File: src/rtl/serial_exp_adder.sv
// Bit-serial W-bit adder with optional serial bias removal.
// One full-adder cell handles both passes: A+B first, then (A+B) + ~BIAS + 1.
// Result bits are written in place at the current bit index, LSB first.
module serial_exp_adder #(
  parameter int unsigned W    = 8,
  parameter int unsigned BIAS = 0
) (
  input  logic         clk,
  input  logic         rst,
  input  logic         start_valid,
  output logic         start_ready,
  input  logic [W-1:0] a,
  input  logic [W-1:0] b,
  output logic         out_valid,
  input  logic         out_ready,
  output logic [W-1:0] result,
  output logic         cout,
  output logic         borrow
);

  localparam int unsigned      CW     = $clog2(W);
  localparam logic [W-1:0]     BIAS_W = W'(BIAS);
  localparam logic [W-1:0]     NBIAS  = ~BIAS_W;
  localparam logic [CW-1:0]    LAST   = CW'(W - 1);

  typedef enum logic [1:0] {
    S_IDLE,
    S_ADD,
    S_BSUB,
    S_DONE
  } state_e;

  state_e        state_q, state_d;
  logic [W-1:0]  a_q, a_d;
  logic [W-1:0]  b_q, b_d;
  logic [W-1:0]  res_q, res_d;
  logic [CW-1:0] cnt_q, cnt_d;
  logic          carry_q, carry_d;
  logic          cout_q, cout_d;
  logic          borrow_q, borrow_d;
  logic          start_ready_q;
  logic          out_valid_q;

  logic          fa_x, fa_y, fa_s, fa_c;

  // Full-adder cell; operands are A/B in the add pass, result/~BIAS in the bias pass.
  always_comb begin
    fa_x = res_q[cnt_q];
    fa_y = NBIAS[cnt_q];
    if (state_q == S_ADD) begin
      fa_x = a_q[cnt_q];
      fa_y = b_q[cnt_q];
    end
    fa_s = fa_x ^ fa_y ^ carry_q;
    fa_c = (fa_x & fa_y) | (fa_x & carry_q) | (fa_y & carry_q);
  end

  // Next-state and datapath update.
  always_comb begin
    state_d  = state_q;
    a_d      = a_q;
    b_d      = b_q;
    res_d    = res_q;
    cnt_d    = cnt_q;
    carry_d  = carry_q;
    cout_d   = cout_q;
    borrow_d = borrow_q;

    case (state_q)
      S_IDLE: begin
        if (start_valid && start_ready_q) begin
          a_d      = a;
          b_d      = b;
          cnt_d    = '0;
          carry_d  = 1'b0;
          cout_d   = 1'b0;
          borrow_d = 1'b0;
          state_d  = S_ADD;
        end
      end
      S_ADD: begin
        res_d[cnt_q] = fa_s;
        carry_d      = fa_c;
        cnt_d        = cnt_q + CW'(1);
        if (cnt_q == LAST) begin
          cout_d = fa_c;
          if (BIAS_W == '0) begin
            state_d = S_DONE;
          end else begin
            carry_d = 1'b1;
            cnt_d   = '0;
            state_d = S_BSUB;
          end
        end
      end
      S_BSUB: begin
        res_d[cnt_q] = fa_s;
        carry_d      = fa_c;
        cnt_d        = cnt_q + CW'(1);
        if (cnt_q == LAST) begin
          borrow_d = ~fa_c;
          state_d  = S_DONE;
        end
      end
      S_DONE: begin
        if (out_ready) begin
          state_d = S_IDLE;
        end
      end
      default: state_d = S_IDLE;
    endcase
  end

  // State and datapath registers; handshake flags track the next state.
  always_ff @(posedge clk or posedge rst) begin
    if (rst) begin
      state_q       <= S_IDLE;
      a_q           <= '0;
      b_q           <= '0;
      res_q         <= '0;
      cnt_q         <= '0;
      carry_q       <= 1'b0;
      cout_q        <= 1'b0;
      borrow_q      <= 1'b0;
      start_ready_q <= 1'b1;
      out_valid_q   <= 1'b0;
    end else begin
      state_q       <= state_d;
      a_q           <= a_d;
      b_q           <= b_d;
      res_q         <= res_d;
      cnt_q         <= cnt_d;
      carry_q       <= carry_d;
      cout_q        <= cout_d;
      borrow_q      <= borrow_d;
      start_ready_q <= (state_d == S_IDLE);
      out_valid_q   <= (state_d == S_DONE);
    end
  end

  assign start_ready = start_ready_q;
  assign out_valid   = out_valid_q;
  assign result      = res_q;
  assign cout        = cout_q;
  assign borrow      = borrow_q;

endmodule

File: config.mk
export PLATFORM = sky130hd
export DESIGN_NAME = serial_exp_adder
export DESIGN_NICKNAME = d
export VERILOG_FILES = /design/src/rtl/serial_exp_adder.sv
export SDC_FILE = /design/constraint.sdc
export NUM_CORES = 1
export LEC_CHECK = 0
export CORE_UTILIZATION = 30
export CTS_CLUSTER_DIAMETER = 30
export CTS_CLUSTER_SIZE = 28
export DETAILED_ROUTE_END_ITERATION = 10
export PLACE_DENSITY_LB_ADDON = 0.1
export SYNTH_ARGS = -nofsm -noshare
export SYNTH_HDL_FRONTEND = slang
export SYNTH_SLANG_ARGS = --single-unit
File: constraint.sdc
create_clock -name clk -period 2.5 [get_ports clk]
set_input_delay 0.375 -clock clk [delete_from_list [all_inputs] [get_ports clk]]
set_output_delay 0.375 -clock clk [all_outputs]
set_load 0.01 [all_outputs]
==> results.json <==
{
  "status": "finished clean",
  "async_flop_share_pct": 100,
  "start_kind": "flip-flop",
  "netlist_instances": 128,
  "initial_core_util_pct": 31.6,
  "chipWidth_um": 78.6,
  "finalSetupTns_ns": 0,
  "p_leak_nw": 0.953,
  "final_cells": 237,
  "core_um2": 5570,
  "cellPowerDensity_nw_per_um2": 1300,
  "drc": 0,
  "grt_max_degree": 35,
  "timing.slew.headroom_pct": 68.8,
  "cts_buffer_depth": 2,
  "antenna_found_initial": 0,
  "netlist_top_cells_area": "dfrtp_1 47%, mux2_2 15%, mux4_1 7.5%",
  "drt-initial-drc-count": 74,
  "final-setup-viol-count": 0,
  "die_area_um2": 6180,
  "synth_nets": 156,
  "required_ns": 2.67,
  "syn_area_um2": 1760,
  "finalCriticalPeriod_ns": 2.40,
  "cts_tree": "built",
  "synth_top_area_share_pct": 46.9,
  "grt_setup_unrepaired": "no",
  "path_max_fanout": 9,
  "synth-seq-area-share_pct": 48.4,
  "whs_ns": 0.468,
  "hold_viol": 0,
  "design_area_um2": 2290,
  "reg2regPathDepth": 5,
  "clock.fmax_mhz": 418,
  "syn2layout_area_growth_pct": 29.8,
  "drt-total-wl_um": 3660,
  "grt_pass1_vias": 1275,
  "synth-seq-cells": 34,
  "clock-sinks": 34,
  "place_ws_ns": -0.00374,
  "path_clk_slew_ns": 0.08,
  "clock_skew_ns": 0.00691,
  "grt-ovfl-total": 0,
  "firstDrtPassIters": 4,
  "io_pins": 32,
  "yosysTopAreaCell": "dfrtp_1",
  "synth_warnings": 0,
  "fin_crit_sh_pct": 95.8,
  "grt_first_pass_wirelength_um": 6420,
  "finish.utilization_pct": 41.0,
  "post_drt_wl_per_cell_um": 15.4,
  "htree_levels": 2,
  "place_inst": 229,
  "root_buffer": "clkbuf_8",
  "portBuffers": 31,
  "ff_latch_area_um2": 853,
  "synth_flop_cell": "dfrtp_1",
  "critPathArrivalTime_ns": 2.57,
  "antenna_cells": 0,
  "drive_gt1_share_pct": 24.8,
  "dp_hpwl_um": 2700,
  "detail-route-antenna-nets": 0,
  "endpoint_kind": "flip-flop",
  "multi_input_area_um2": 851,
  "finalNetCount": 192,
  "final_max_slew_viol_count": 0,
  "post_cts_buffers": 0,
  "hold_class": "input pin to async pin",
  "synth_enable_flop_cells": 0,
  "drv_cap": 0,
  "syn_area_per_cell_um2": 13.8,
  "critPathKind": "flip-flop to flip-flop",
  "yosysMostFrequentCell": "dfrtp_1",
  "ir_drop_mv": 0.437,
  "vias": 1194,
  "n_fill_cell": 518,
  "gp_congestion": 0.729,
  "clock_latency_ns": 0.29,
  "worst_pin_slew_ns": 0.464,
  "numCtsBuffers": 5,
  "die_h_um": 78.6,
  "grt_usage_pct": 13.7,
  "yosys.cell_types.count": 36,
  "power_mw": 2.98,
  "num_rows": 27,
  "via_per_inst": 5.04,
  "setup_ws_ns": 0.105,
  "yosys-top-cells-count": "33 x dfrtp_1, 24 x mux2_2, 7 x ha_1",
  "dpl_cell_area_um2": 2150
}
==> report_power, final <==
| part | total [mW] | internal, mW | switching (mW) |
|---|---|---|---|
| registers | 1.03 | 0.802 | 0.227 |
| clock network | 0.617 | 0.400 | 0.217 |
| logic | 1.34 | 0.760 | 0.579 |
==> area by class of cell <==
class                   count  area share (%)
flip-flops and latches     34            37.3
clock buffers               5            3.01
clock inverters             3            3.01
repair buffers             35            14.9
well taps                  72            3.94
inverters                   4           0.656
multi-input cells          84            37.2
==> critical path: stages (launching register included) <==
cell,delay [ns]
dfrtp_2,0.50
mux4_1,0.60
mux2i_1,0.16
mux2i_1,0.11
fa_1,0.59
mux2_2,0.31
==> repair_timing <==
| item | in CTS | in global routing |
|---|---|---|
| endpoints found under the setup margin | 8 | 0 |
| hold buffers | 0 | 0 |
| resized for setup | 1 | 0 |
==> worst paths after layout <==
path / slack [ns] / start / to
max in group asynchronous: 1.70 / rst / start_ready
worst max register to register: 0.10 / cnt_q[0] / result[1]
worst min register to register: 0.51 / b_q[3] / b_q[3]
min in group clk: 0.51 / b_q[3] / b_q[3]
worst max-delay path: 0.10 / cnt_q[0] / result[1]
worst min-delay path: 0.47 / rst / a_q[6]
==> cells by family after synthesis <==
| family | synth area share [%] |
|---|---|
| buf+inv | 3.34 |
| flops | 48.4 |
| fa+ha+maj | 6.11 |
| mux | 27.0 |
| compound gates | 8.24 |
| simple gates | 6.96 |
==> metal layers <==
metal  vias up  GRT usage [%]  share of wire [%]
met4         0           4.44                1.3
met5         -              0                  0
met1       613           17.3                 45
met2        24           22.2                 50
met3         6           3.95                3.8
li1        551              -                  -
==> registers in the layout (all words and copies together) (netlist names) <==
signal / count
a_q: 8
b_q: 8
borrow: 1
carry_q: 1
cnt_q: 3
cout: 1
out_valid: 1
result: 8
start_ready: 1
state_q: 2
==> layout by cell type, fill, tap and decap left out, types with 2 or more instances in the layout <==
cell | netlist | layout
nand2_1 | 5 | 5
mux2_2 | 24 | 24
nor2_1 | 2 | 2
a22o_1 | 5 | 5
inv_1 | 4 | 4
clkdlybuf4s50_1 | 0 | 31
buf_4 | 0 | 4
a21oi_1 | 2 | 2
o2bb2ai_1 | 2 | 2
mux4_1 | 5 | 5
o31ai_1 | 2 | 2
nor3_1 | 2 | 2
bufinv_16 | 0 | 2
nor3b_1 | 2 | 2
nand4b_1 | 2 | 2
ha_1 | 7 | 7
clkbuf_8 | 0 | 5
mux2i_1 | 4 | 4
dfrtp_1 | 33 | 32
nand2b_1 | 2 | 2
o21ai_0 | 4 | 4
No activity file was read; power rests on OpenSTA's default activity.
